[src/rtl/fifo_param_pkg.sv]
// Shared types for the parametrised FIFO controller: operation-state codes and op-select values.
// Optional sticky error flags are enabled with the FIFO_STICKY_ERR_EN macro.
package fifo_param_pkg;

   typedef enum logic [2:0] {
      ST_INIT     = 3'b000,
      ST_WRITE    = 3'b001,
      ST_READ     = 3'b010,
      ST_WR_ERROR = 3'b011,
      ST_RD_ERROR = 3'b100,
      ST_WR_RD    = 3'b101
   } state_t;

   // Request pair {rd_en, wr_en} viewed as a single selector.
   typedef enum logic [1:0] {
      OP_NONE = 2'b00,
      OP_WR   = 2'b01,
      OP_RD   = 2'b10,
      OP_WRRD = 2'b11
   } op_t;

   // Codes 110/111 can never be stored, but map them to INIT should they ever appear.
   function automatic state_t code_to_state(input logic [2:0] code);
      if (code > 3'b101) return ST_INIT;
      return state_t'(code);
   endfunction

endpackage

[src/rtl/fifo_op_decode.sv]
// Combinational per-edge decode of the request pair against full/empty flags.
// Produces the next operation state, the storage enables and the next ack/err pulse values.
module fifo_op_decode
   import fifo_param_pkg::*;
(
   input  logic   wr_en,
   input  logic   rd_en,
   input  logic   full,
   input  logic   empty,
   output state_t next_state,
   output logic   do_wr,
   output logic   do_rd,
   output logic   wr_ack,
   output logic   wr_err,
   output logic   rd_ack,
   output logic   rd_err
);

   op_t op;
   assign op = op_t'({rd_en, wr_en});

   always_comb begin
      // NOTE: every output gets a default before the case so no path can infer a latch.
      next_state = ST_INIT;
      do_wr      = 1'b0;
      do_rd      = 1'b0;
      wr_ack     = 1'b0;
      wr_err     = 1'b0;
      rd_ack     = 1'b0;
      rd_err     = 1'b0;
      case (op)
         OP_WR: begin
            if (full) begin
               next_state = ST_WR_ERROR;
               wr_err     = 1'b1;
            end else begin
               next_state = ST_WRITE;
               do_wr      = 1'b1;
               wr_ack     = 1'b1;
            end
         end
         OP_RD: begin
            if (empty) begin
               next_state = ST_RD_ERROR;
               rd_err     = 1'b1;
            end else begin
               next_state = ST_READ;
               do_rd      = 1'b1;
               rd_ack     = 1'b1;
            end
         end
         OP_WRRD: begin
            // DEPTH >= 2, so full and empty are never both true.
            if (empty) begin
               next_state = ST_RD_ERROR;
               do_wr      = 1'b1;
               wr_ack     = 1'b1;
               rd_err     = 1'b1;
            end else if (full) begin
               next_state = ST_WR_ERROR;
               do_rd      = 1'b1;
               rd_ack     = 1'b1;
               wr_err     = 1'b1;
            end else begin
               next_state = ST_WR_RD;
               do_wr      = 1'b1;
               do_rd      = 1'b1;
               wr_ack     = 1'b1;
               rd_ack     = 1'b1;
            end
         end
         default: next_state = ST_INIT;
      endcase
   end

endmodule

[src/rtl/fifo_param_ctrl.sv]
// Parametrised synchronous FIFO: storage, pointers, occupancy counter and registered status pulses.
// Define FIFO_STICKY_ERR_EN to build the sticky overflow/underflow flags; otherwise err_sticky is 0.
module fifo_param_ctrl
   import fifo_param_pkg::*;
#(
   parameter  int DATA_W = 32,
   parameter  int DEPTH  = 8,
   localparam int AW     = $clog2(DEPTH)
) (
   input  logic              clk,
   input  logic              reset,
   input  logic              wr_en,
   input  logic              rd_en,
   input  logic [DATA_W-1:0] din,
   input  logic              err_clr,
   output logic [DATA_W-1:0] dout,
   output logic [AW:0]       data_count,
   output logic              full,
   output logic              empty,
   output logic [2:0]        state,
   output logic              wr_ack,
   output logic              wr_err,
   output logic              rd_ack,
   output logic              rd_err,
   output logic [1:0]        err_sticky
);

   logic [DATA_W-1:0] mem_q [DEPTH];

   logic [AW-1:0]     wr_ptr_q, wr_ptr_d;
   logic [AW-1:0]     rd_ptr_q, rd_ptr_d;
   logic [AW:0]       count_q,  count_d;
   state_t            state_q,  state_d;
   logic [DATA_W-1:0] dout_q,   dout_d;
   logic              wr_ack_q, wr_ack_d;
   logic              wr_err_q, wr_err_d;
   logic              rd_ack_q, rd_ack_d;
   logic              rd_err_q, rd_err_d;
   logic              do_wr,    do_rd;

   assign full  = (count_q == (AW+1)'(DEPTH));
   assign empty = (count_q == '0);

   fifo_op_decode u_decode (
      .wr_en      (wr_en),
      .rd_en      (rd_en),
      .full       (full),
      .empty      (empty),
      .next_state (state_d),
      .do_wr      (do_wr),
      .do_rd      (do_rd),
      .wr_ack     (wr_ack_d),
      .wr_err     (wr_err_d),
      .rd_ack     (rd_ack_d),
      .rd_err     (rd_err_d)
   );

   always_comb begin
      wr_ptr_d = wr_ptr_q;
      rd_ptr_d = rd_ptr_q;
      count_d  = count_q;
      dout_d   = dout_q;
      if (do_wr) wr_ptr_d = wr_ptr_q + AW'(1);
      if (do_rd) begin
         rd_ptr_d = rd_ptr_q + AW'(1);
         dout_d   = mem_q[rd_ptr_q];
      end
      case ({do_wr, do_rd})
         2'b10:   count_d = count_q + (AW+1)'(1);
         2'b01:   count_d = count_q - (AW+1)'(1);
         default: count_d = count_q;
      endcase
   end

   always_ff @(posedge clk) begin
      // NOTE: sequential state uses non-blocking assignments so every flop samples pre-edge values.
      if (reset) begin
         wr_ptr_q <= '0;
         rd_ptr_q <= '0;
         count_q  <= '0;
         state_q  <= ST_INIT;
         dout_q   <= '0;
         wr_ack_q <= 1'b0;
         wr_err_q <= 1'b0;
         rd_ack_q <= 1'b0;
         rd_err_q <= 1'b0;
      end else begin
         wr_ptr_q <= wr_ptr_d;
         rd_ptr_q <= rd_ptr_d;
         count_q  <= count_d;
         state_q  <= state_d;
         dout_q   <= dout_d;
         wr_ack_q <= wr_ack_d;
         wr_err_q <= wr_err_d;
         rd_ack_q <= rd_ack_d;
         rd_err_q <= rd_err_d;
      end
   end

   // NOTE: storage has no reset; the pointers alone decide which entries are live.
   always_ff @(posedge clk) begin
      if (do_wr && !reset) mem_q[wr_ptr_q] <= din;
   end

`ifdef FIFO_STICKY_ERR_EN
   logic [1:0] err_sticky_q, err_sticky_d;

   // A new error at the same edge as err_clr keeps its flag set.
   always_comb begin
      err_sticky_d = err_clr ? 2'b00 : err_sticky_q;
      err_sticky_d = err_sticky_d | {wr_err_d, rd_err_d};
   end

   always_ff @(posedge clk) begin
      if (reset) err_sticky_q <= 2'b00;
      else       err_sticky_q <= err_sticky_d;
   end

   assign err_sticky = err_sticky_q;
`else
   logic unused_err_clr;
   assign unused_err_clr = err_clr;
   assign err_sticky     = 2'b00;
`endif

   assign dout       = dout_q;
   assign data_count = count_q;
   assign state      = code_to_state(state_q);
   assign wr_ack     = wr_ack_q;
   assign wr_err     = wr_err_q;
   assign rd_ack     = rd_ack_q;
   assign rd_err     = rd_err_q;

endmodule

[config.mk]
export PLATFORM = sky130hd
export DESIGN_NAME = fifo_param_ctrl
export DESIGN_NICKNAME = d
export VERILOG_FILES = /design/src/rtl/fifo_param_pkg.sv /design/src/rtl/fifo_op_decode.sv /design/src/rtl/fifo_param_ctrl.sv
export SDC_FILE = /design/constraint.sdc
export NUM_CORES = 1
export LEC_CHECK = 0
export BUFFER_PORTS_ARGS = -buffer_cell sky130_fd_sc_hd__buf_2
export CAP_MARGIN = 20
export CORE_UTILIZATION = 45
export CTS_BUF_LIST = sky130_fd_sc_hd__clkbuf_2 sky130_fd_sc_hd__clkbuf_4 sky130_fd_sc_hd__clkbuf_8
export DETAILED_ROUTE_END_ITERATION = 16
export PLACE_DENSITY_LB_ADDON = 0.15
export SETUP_SLACK_MARGIN = 0.02
export SLEW_MARGIN = 10
export SYNTH_ARGS = -nofsm -noshare
export SYNTH_HDL_FRONTEND = slang
export SYNTH_HIERARCHICAL = 1
export SYNTH_SLANG_ARGS = --single-unit
[constraint.sdc]
create_clock -name clk -period 4.7 [get_ports clk]
set_input_delay 0.47 -clock clk [delete_from_list [all_inputs] [get_ports clk]]
set_output_delay 0.47 -clock clk [all_outputs]
set_load 0.05 [all_outputs]
==> metrics.md, run 1 <==
| Metric | Value |
|---|---|
| Status | complete, no violations |
| Final TNS setup | 0 ns |
| Mapped cell area | 0.0116 mm² |
| DIE AREA | 0.0264 mm² |
| Fin crit share | 73.7% |
| Synth-to-layout area growth | 15.8% |
| Ys flop type | edfxtp_1 |
| Crit Path Class | reg -> reg |
| Final Hold Slack | 0.195 ns |
| Post-synth ARST share | 0% |
| Via count | 5660 |
| # port buffers | 80 |
| Unrepaired setup endpoints after global routing | false |
| Vias in the first global route | 5974 |
| Post-Route WL | 22.3 mm |
| Largest net degree at the start of global routing | 45 |
| Top cell type's share of synthesized area | 66.4% |
| Max Cap Viol | 0 |
| Commonest non-fill, non-tap cell in the layout | edfxtp_1 |
| Worst setup margin | 1.24 ns |
| Max rail drop VDD | 0.350 mV |
| Synthesis Warnings | 6 |
| Fmax | 289 MHz |
| Hold-fix buffers at CTS | 0 |
| Reg clk slew, reported paths | 0.06 ns |
| Wire length of the first global-routing pass | 34.9 mm |
| Yosys reg bits | 305 |
| Startpoint types | register |
| Synth top area cells | edfxtp_1, mux4_2, dfxtp_1 |
| EDFF count, synth | 256 |
| Final std cells w/o fill | 1067 |
| Die Height | 162 µm |
| Cts bufs inserted | 50 |
| Worst skew pair latency | 0.55 ns |
| Share of layout cells above drive strength 1 | 40.1% |
| Worst-margin pin slew | 1.12 ns |
| Arr. time, crit path | 3.65 ns |
| Mapped Avg Cell Area | 20.0 µm² |
| Die W | 162 µm |
| Slew margin rel. | 24.8% |
| PwrDens | 562 mW/mm² |
| Mapped Cells | 580 |
| Tot GR Track Use | 17.9% |
| Wire per inst | 20.9 µm |
| Routability Congestion | 0.713 |
| Drt pass-1 iters | 4 |
| Routed vias/inst | 5.30 |
| Clock Skew | 0.0139 ns |
| Post-CTS setup buffer count | 0 |
| # DRC | 0 |
| Root Driver | clkbuf_8 |
| CORE AREA | 0.0252 mm² |
| DP Worst Slack | 1.16 ns |
| Final core occ | 53.2% |
| Max FO, Critical Path | 27 |
| Req. time, crit path | 4.88 ns |
| H-tree Lvls | 2 |
| DP Wirelength | 12.6 mm |
| Final Slew Violations | 0 |
| Min Tclk post-route | 3.46 ns |
| Final-report setup violation count | 0 |
| CTS Buffer Depth | 3 |
| Worst Setup End Kind | register |
| Dpl cells | 971 |
| Most frequent cells in the layout | edfxtp_1, buf_2, mux4_2, clkbuf_8, dfxtp_1 |
| Distinct cells, synth | 44 |
| Clock sink count | 305 |
| IO Pins | 84 |
| Leading area contributor after synthesis | edfxtp_1 |
| Post-DRT Antenna Nets | 0 |
| P_leak | 4.50 nW |
| Hold Crit Class | in -> reg |
| Starting utilization of the core area | 46.0% |
| Sequential area share after synthesis | 74.9% |
| Initial antenna violation count | 4 |
| TritonCTS clock tree | done |
| Total gr overflow | 0 |
| Final nets | 735 |
| Iter 0 DRT Violations | 335 |
| Rows | 58 |
| Final count of hold timing violations | 0 |
| Resized cells post-CTS | 0 |
## power breakdown
| part | switching (W) | internal (W) | leakage, nW |
|---|---|---|---|
| logic | 0.00118 | 0.000710 | 1.23 |
| registers | 0.000212 | 0.00313 | 2.72 |
| clock network | 0.000998 | 0.00129 | 0.554 |
## state kept, by name, indices dropped and copies added, names as in the netlist, 3 cells and up
name / cells
mem_q: 256
dout: 32
data_count: 4
rd_ptr_q: 3
state_q: 3
wr_ptr_q: 3
## final cells by class
class	instances	area (µm²)
diodes	2	5.00
clock buffers	72	903
clock inverters	22	123
fillers	2016	11800
inverters	2	7.51
multi-input cells	238	2760
flip-flops and latches	305	8670
well taps	330	413
repair buffers	96	520
## cells by family (layout without fill, tap and decap cells)
kind of cell	Yosys count	after routing	share of synthesized area, %
flip-flops	305	305	74.9
XOR/XNOR	7	7	0.530
AND/OR/NAND/NOR	114	114	5.60
buffers and inverters	38	192	2.21
AO/OA/AOI/OAI	42	42	3.30
other	1	4	0.0324
multiplexers	68	68	12.9
adder cells (fa/ha/maj)	5	5	0.540
## synthesized netlist by cell type (7+ instances only)
cell and instances:
buf_2 13, clkbuf_1 10, dfxtp_1 49, edfxtp_1 256
mux4_2 61, nand2_1 7, nor2_1 49, nor2b_1 12
nor3_1 13, nor3_2 19, o22ai_1 13, o22ai_2 19
## metrics by stage
stage / cell area, µm² / total power [W]
6_report: 13400 / 0.00753
5_1_grt: 13400 / 0.00790
4_1_cts: 13400 / 0.00763
3_5_place_dp: 12400 / 0.00533
3_3_place_gp: 12400 / 0.00529
2_1_floorplan: 11600 / 0.00495
## routing by layer
metal  vias to the layer above  wire length, µm  track usage [%]
li1                       2562                -                -
met1                      2901             9930             25.0
met2                       155            10700             28.0
met3                        38             1310             4.18
met4                         4              338             5.36
met5                         -               22                0
## critical path, stage by stage, from the launching register on
cell	delay, ns
dfxtp_1	0.39
nor4_2	0.58
nand2_1	0.19
a21boi_1	0.55
nand2b_1	0.38
nor4_4	0.48
buf_4	0.52
## path summary, 6_finish.rpt
kind,startpoint,endpoint,slack [ns],cells after the start
max,data_count[0],mem_q[0][19],1.24,6
min,din[5],mem_q[0][5],0.20,1
max reg2reg,data_count[0],mem_q[0][19],1.24,6
min reg2reg,dout[2],dout[2],0.47,2
No activity file was read; power rests on OpenSTA's default activity.
==> run 2, diff against run 1 <==
--- a/config.mk
+++ b/config.mk
@@ -5,6 +5,7 @@
 export SDC_FILE = /design/constraint.sdc
 export NUM_CORES = 1
 export LEC_CHECK = 0
+export ABC_AREA = 1
 export BUFFER_PORTS_ARGS = -buffer_cell sky130_fd_sc_hd__buf_2
 export CAP_MARGIN = 20
 export CORE_UTILIZATION = 45
==> constraint.sdc (replaced) <==
create_clock -name clk -period 2.84 [get_ports clk]
set_input_delay 0.284 -clock clk [delete_from_list [all_inputs] [get_ports clk]]
set_output_delay 0.284 -clock clk [all_outputs]
set_load 0.05 [all_outputs]
==> metrics.md, run 2 <==
| Metric | Value |
|---|---|
| Routability Congestion | 0.766 (+7.5%) |
| Sequential Power Share | 41.6% (-2.8 points) |
| Post-Synth Simple-Gate Area | 8.96% (+3.4 points) |
| Clock Skew | 0.0158 ns (+0.00188 ns) |
| Sw Pwr | 0.00452 W (+89%) |
| Via count | 7640 (+35%) |
| Slowest CP cell | nor4_4 |
| # DRC | 0 (unchanged) |
| H-tree Lvls | 2 (unchanged) |
| Top reg by flops | mem_q |
| Vias in the first global route | 7495 (+25%) |
| Unrepaired setup endpoints after global routing | false |
| Crit path largest cell delay | 0.41 ns (-0.17 ns) |
| Final TNS setup | 0 ns (unchanged) |
| Arr. time, crit path | 2.86 ns (-0.79 ns) |
| Clock power share | 30.3% (about the same) |
| Combinational share of power | 28.1% (+3.0 points) |
| # port buffers | 80 (unchanged) |
| Synth-to-layout area growth | 17.6% |
| CORE AREA | 0.0271 mm² (+7.6%) |
| Synthesis Warnings | 6 (unchanged) |
| Iter 0 DRT Violations | 536 (+60%) |
| Slew margin rel. | 57.0% (+32 points) |
| CP cell instances | nor4_4 > nand2_2 > a21oi_2 > inv_1 > ha_1 > nand2_1 > inv_1 > nor2_1 > ha_1 > a21oi_1 > xnor2_1 > o21ai_0 > inv_1 |
| Adder-cell share of the synthesized area | 0.500% (-0.041 points) |
| Worst-margin pin slew | 0.641 ns (-0.483 ns) |
| IO Pins | 84 (unchanged) |
| Max rail drop VDD | 0.449 mV (+28%) |
| Post-synthesis compound-gate area fraction | 12.5% (+9.2 points) |
| Drt pass-1 iters | 5 (+1) |
| P_int | 0.00865 W (+68%) |
| Final count of hold timing violations | 0 (unchanged) |
| Worst skew pair latency | 0.56 ns (about the same) |
| Max reg flops | 256 (unchanged) |
| Final std cells w/o fill | 1558 (+46%) |
| DIE AREA | 0.0285 mm² (+8.1%) |
| Hold Crit Class | in -> reg |
| Wire per inst | 16.2 µm (-22%) |
| Share of layout cells above drive strength 1 | 22.1% (-18 points) |
| Max FO, Critical Path | 6 (-78%) |
| Startpoint types | register |
| Max Cap Viol | 0 (unchanged) |
| Mux cell area share after synthesis | 0% (-13 points) |
| Post-DP Area | 0.0134 mm² (+8.0%) |
| Fmax | 416 MHz (+44%) |
| Filler instances | 2304 (+14%) |
| Top cell type's share of synthesized area | 61.4% (-5.0 points) |
| Sw Ratio | 34.3% (+2.5 points) |
| Min Tclk post-route | 2.40 ns (-1.06 ns) |
| Final nets | 1187 (+61%) |
| Distinct cells, synth | 27 (-39%) |
| Total gr overflow | 0 (unchanged) |
| Final Hold Slack | 0.0324 ns (-0.163 ns) |
| Worst Setup End Kind | register |
| Critical Path Source | data_count[3] |
| Leading area contributor after synthesis | edfxtp_1 |
| Post-Route WL | 25.3 mm (+13%) |
| Die Height | 169 µm (+3.9%) |
| Resized cells post-CTS | 0 (unchanged) |
| Req. time, crit path | 3.30 ns (-1.58 ns) |
| XOR/XNOR Fraction of Synth Area | 0.280% (-0.25 points) |
| Initial antenna violation count | 0 (-4) |
| Wire length of the first global-routing pass | 40.8 mm (+17%) |
| CTS Buffer Depth | 3 (unchanged) |
| Post-DRT Antenna Nets | 0 (unchanged) |
| Dpl cells | 1438 (+48%) |
| DP Wirelength | 13.9 mm (+9.8%) |
| Yosys reg bits | 305 (unchanged) |
| Largest net degree at the start of global routing | 82 (+82%) |
| Die W | 169 µm (+3.9%) |
| Final-report setup violation count | 0 (unchanged) |
| Post-synth ARST share | 0% (unchanged) |
| Hold-fix buffers at CTS | 28 (+28) |
| Tot GR Track Use | 18.6% (+0.74 points) |
| Mapped Avg Cell Area | 12.2 µm² (-39%) |
| Synth top area cells | edfxtp_1, dfxtp_1, o211ai_1 |
| Ys flop type | edfxtp_1 |
| Starting utilization of the core area | 46.2% (+0.23 points) |
| Root Driver | clkbuf_8 |
| Reg clk slew, reported paths | 0.06 ns (about the same) |
| Rows | 60 (+3.4%) |
| CP top delay family | simple AND/OR/NAND/NOR gates |
| P_leak | 5.56 nW (+24%) |
| HP Start | din[14] |
| RR Startpoint | data_count[3] |
| Mapped cell area | 0.0125 mm² (+8.2%) |
| Final Slew Violations | 0 (unchanged) |
| Largest family of logic cells by synthesized area | compound AO/OA/AOI/OAI gates |
| Post-route cell area | 0.0147 mm² (+9.9%) |
| Sequential area share after synthesis | 69.2% (-5.6 points) |
| PwrDens | 894 mW/mm² (+59%) |
| ANT cells | 0 (-2) |
| Routed vias/inst | 4.90 (-7.6%) |
| Synth top cells by count | edfxtp_1, nand2_1, inv_1, o211ai_1, nand3_1 |
| Commonest non-fill, non-tap cell in the layout | edfxtp_1 |
| Crit Path Class | reg -> reg |
| Cts bufs inserted | 49 (-2.0%) |
| Clock sink count | 305 (unchanged) |
| TritonCTS clock tree | done |
| Fin crit share | 84.6% (+11 points) |
| Post-CTS setup buffer count | 0 (unchanged) |
| Mapped Cells | 1023 (+76%) |
| Status | complete, no violations |
| Most used cell, CP | inv_1 |
| Worst path bufs/invs | 3 (+2) |
| EDFF count, synth | 256 (unchanged) |
| Most frequent cell after synthesis | edfxtp_1 |
| Most frequent cells in the layout | edfxtp_1, nand2_1, inv_1, o211ai_1, buf_2 |
## run 2: changes by cell type after synthesis, moves of 19 or more
cell	previous run	this run
mux4_2	61	0
nor2_1	49	29
o211ai_1	0	113
a21oi_2	0	34
nand3_1	0	68
o21ai_0	2	43
inv_1	2	152
buf_6	1	23
o22ai_2	19	0
nor3_2	19	0
nand2_1	7	174
## run 2: cells by family (layout without fill, tap and decap cells)
logic type / Yosys count / after routing
adder cells (fa/ha/maj): 5 / 5
AO/OA/AOI/OAI: 214 / 214
buffers and inverters: 220 / 382
flip-flops: 305 / 305
AND/OR/NAND/NOR: 274 / 274
other: 1 / 2
XOR/XNOR: 4 / 4
## run 2: final cells by class
| cell class | count | area [µm²] | share of cell area [%] |
|---|---|---|---|
| Sequential cell | 305 | 8680 | 59.0 |
| Multi-Input combinational cell | 499 | 2910 | 19.7 |
| Timing Repair Buffer | 135 | 1010 | 6.85 |
| Clock buffer | 77 | 960 | 6.52 |
| Inverter | 155 | 582 | 3.95 |
| Tap cell | 372 | 465 | 3.16 |
| Clock inverter | 15 | 123 | 0.833 |
## run 2: worst paths after layout
| path | to | slack (ns) | cells after the start |
|---|---|---|---|
| setup reg to reg | data_count[2] | 0.44 | 13 |
| hold reg to reg | dout[29] | 0.52 | 2 |
| hold / removal | mem_q[5][14] | 0.03 | 1 |
| setup / recovery | data_count[2] | 0.44 | 13 |
## run 2: power by group through the flow
| stage | clock [W] | sequential (W) | combinational [W] |
|---|---|---|---|
| after detailed placement | 0 | 0.00557 | 0.00371 |
| after global placement | 0 | 0.00556 | 0.00367 |
| after CTS | 0.00410 | 0.00547 | 0.00375 |
| after floorplan | 0 | 0.00618 | 0.00252 |
| after global routing | 0.00430 | 0.00553 | 0.00409 |
| final | 0.00399 | 0.00547 | 0.00370 |
## run 2: per-layer routing
metal	vias up	routed length, µm	share of wire, %	GRT usage, %
met5	-	0	0	0
met1	3635	11700	46	25.2
met3	37	1130	4.5	3.37
met2	151	12000	47	30.6
met4	0	501	2.0	5.93
li1	3817	-	-	-
## run 2: stage by stage
step / worst slack [ns] / total power [W] / utilization [%]
2_1_floorplan: 0.0454 / 0.00870 / -
3_3_place_gp: 0.484 / 0.00923 / 49.3
3_5_place_dp: 0.431 / 0.00928 / 49.3
4_1_cts: 0.415 / 0.0133 / 54.3
5_1_grt: 0.136 / 0.0139 / 54.3
6_report: 0.438 / 0.0132 / 54.3
==> run 3, diff against run 2 <==
==> constraint.sdc (replaced) <==
create_clock -name clk -period 2.1 [get_ports clk]
set_input_delay 0.21 -clock clk [delete_from_list [all_inputs] [get_ports clk]]
set_output_delay 0.21 -clock clk [all_outputs]
set_load 0.05 [all_outputs]
==> metrics.md, run 3 (same netlist as run 2, synthesis figures left out) <==
| Metric | Value |
|---|---|
| Status | complete, but fails checks |
| Violations in the final reports | negative setup slack |
| P_leak | 5.98 nW (+7.5%) |
| Combinational share of power | 30.3% (+2.2 points) |
| H-tree Lvls | 2 (unchanged) |
| P_int | 0.0121 W (+40%) |
| Arr. time, crit path | 2.45 ns (-0.41 ns) |
| Die W | 169 µm (unchanged) |
| Min Tclk post-route | 2.20 ns (-0.204 ns) |
| Worst skew pair latency | 0.56 ns (about the same) |
| Crit Path Class | reg -> reg |
| R2R Setup Slk | -0.1 ns (-0.54 ns) |
| Final std cells w/o fill | 1614 (+3.6%) |
| Most frequent cells in the layout | edfxtp_1, nand2_1, inv_1, o211ai_1, buf_2 |
| Post-Route WL | 27.2 mm (+7.8%) |
| Wire length of the first global-routing pass | 40.9 mm (+0.24%) |
| IO Pins | 84 (unchanged) |
| WHS Path Cells | 2 (+1) |
| Post-DRT Antenna Nets | 0 (unchanged) |
| Commonest non-fill, non-tap cell in the layout | edfxtp_1 |
| Vias in the first global route | 7537 (+0.56%) |
| Final Slew Violations | 0 (unchanged) |
| R2R depth | 10 (-3) |
| Clock Skew | 0.0245 ns (+0.00869 ns) |
| Max rail drop VDD | 0.732 mV (+63%) |
| Final core occ | 57.9% (+3.5 points) |
| Wire per inst | 16.9 µm (+4.1%) |
| TritonCTS clock tree | done |
| Final-report setup violation count | 251 (+251) |
| Tot GR Track Use | 18.7% (+0.095 points) |
| CTS Buffer Depth | 3 (unchanged) |
| Worst Setup End Kind | register |
| DP Wirelength | 14.5 mm (+4.4%) |
| Worst setup margin | -0.0982 ns (-0.536 ns) |
| Iter 0 DRT Violations | 553 (+3.2%) |
| Total gr overflow | 0 (unchanged) |
| Via count | 7993 (+4.6%) |
| Max reg flops | 256 (unchanged) |
| Max FO, Critical Path | 10 (+4) |
| Rows | 60 (unchanged) |
| ANT cells | 0 (unchanged) |
| Fmax | 455 MHz (+9.3%) |
| Final Hold Slack | 0.467 ns (+0.435 ns) |
| Post-route cell area | 0.0157 mm² (+6.5%) |
| Initial antenna violation count | 0 (unchanged) |
| Max Cap Viol | 0 (unchanged) |
| Req. time, crit path | 2.35 ns (-0.95 ns) |
| Starting utilization of the core area | 46.2% (unchanged) |
| Root Driver | clkbuf_8 |
| Drt pass-1 iters | 5 (unchanged) |
| Dpl cells | 1454 (+1.1%) |
| Unrepaired setup endpoints after global routing | true |
| Sw Ratio | 34.1% (-0.24 points) |
| Top reg by flops | mem_q |
| Clock sink count | 305 (unchanged) |
| DIE AREA | 0.0285 mm² (unchanged) |
| Sequential Power Share | 39.7% (-1.9 points) |
| CORE AREA | 0.0271 mm² (unchanged) |
| Die Height | 169 µm (unchanged) |
| Routed vias/inst | 4.95 (+0.99%) |
| Final nets | 1244 (+4.8%) |
| Total power | 0.0184 W (+40%) |
| Routability Congestion | 0.739 (-3.5%) |
| Sw Pwr | 0.00628 W (+39%) |
| Cts bufs inserted | 50 (+2.0%) |
| Post-DP Area | 0.0136 mm² (+1.7%) |
| Fin crit share | 105% (+20 points) |
| Synth-to-layout area growth | 25.3% |
| Clock power share | 30.0% (-0.3 points) |
| Largest net degree at the start of global routing | 92 (+12%) |
| Share of layout cells above drive strength 1 | 25.2% (+3.1 points) |
| Startpoint types | register |
| # DRC | 0 (unchanged) |
| # port buffers | 80 (unchanged) |
| Reg clk slew, reported paths | 0.06 ns (about the same) |
| Final count of hold timing violations | 0 (unchanged) |
| Hold Crit Class | in -> reg |
| PwrDens | 1170 mW/mm² (+31%) |
[run 3: cell types whose count changed in the layout (fill, tap and decap cells not counted), moves of 3 or more]
cell | previous run | this run
buf_12 | 10 | 24
buf_4 | 17 | 23
buf_6 | 0 | 10
buf_8 | 0 | 5
clkbuf_16 | 0 | 11
clkbuf_4 | 16 | 13
clkinv_1 | 5 | 8
dlygate4sd3_1 | 28 | 37
o21ai_0 | 43 | 40
o21ai_1 | 1 | 4
[run 3: cell type report]
type,instances,area (µm²)
tap,372,465
fill,2233,11400
inverter,155,582
multi-input combinational,499,2940
clock buffer,75,951
timing repair buffer,191,1910
sequential,305,8680
clock inverter,17,154
[run 3: final timing paths]
kind / startpoint / to
max: data_count[3] / mem_q[0][18]
min: din[22] / mem_q[3][22]
max reg2reg: data_count[3] / mem_q[0][18]
min reg2reg: dout[6] / dout[6]
[run 3: power by group through the flow]
stage               logic [W]  clock network, W  registers, W
global route          0.00610           0.00594       0.00735
finish                0.00559           0.00553       0.00731
floorplan             0.00340                 0       0.00836
global placement      0.00531                 0       0.00742
detailed placement    0.00536                 0       0.00743
CTS                   0.00547           0.00567       0.00731
[run 3: timing repair]
item,in CTS,in global routing
setup buffers,5,13
endpoints found under the hold margin,265,0
gates cloned,1,13
resized for setup,6,26
pin swaps,3,4
hold buffers,37,0
setup endpoints to repair,255,259
[run 3: stage by stage]
step / setup TNS, ns / setup slack, ns
after floorplan: -170.91 / -0.680
after global placement: -0.670 / -0.0190
after CTS: -4.99 / -0.0753
final: -12.54 / -0.0982
after global routing: -33.47 / -0.175
after detailed placement: -6.00 / -0.0845
[run 3: layer usage]
metal | global-route usage, % | up-vias | routed length [µm]
li1 | - | 3938 | -
met1 | 25.2 | 3827 | 12400
met2 | 31.1 | 190 | 13100
met3 | 3.27 | 38 | 1220
met4 | 5.65 | 0 | 467
met5 | 0 | - | 0
[run 3: critical path: stages, from the launching register on]
cell and delay [ns]:
dfxtp_4 0.36, nor4_4 0.32, nand2_2 0.10, a21oi_2 0.19, inv_2 0.09, buf_12 0.13
nor2_4 0.14, nand2_4 0.12, nor2_4 0.15, buf_4 0.14, buf_12 0.14
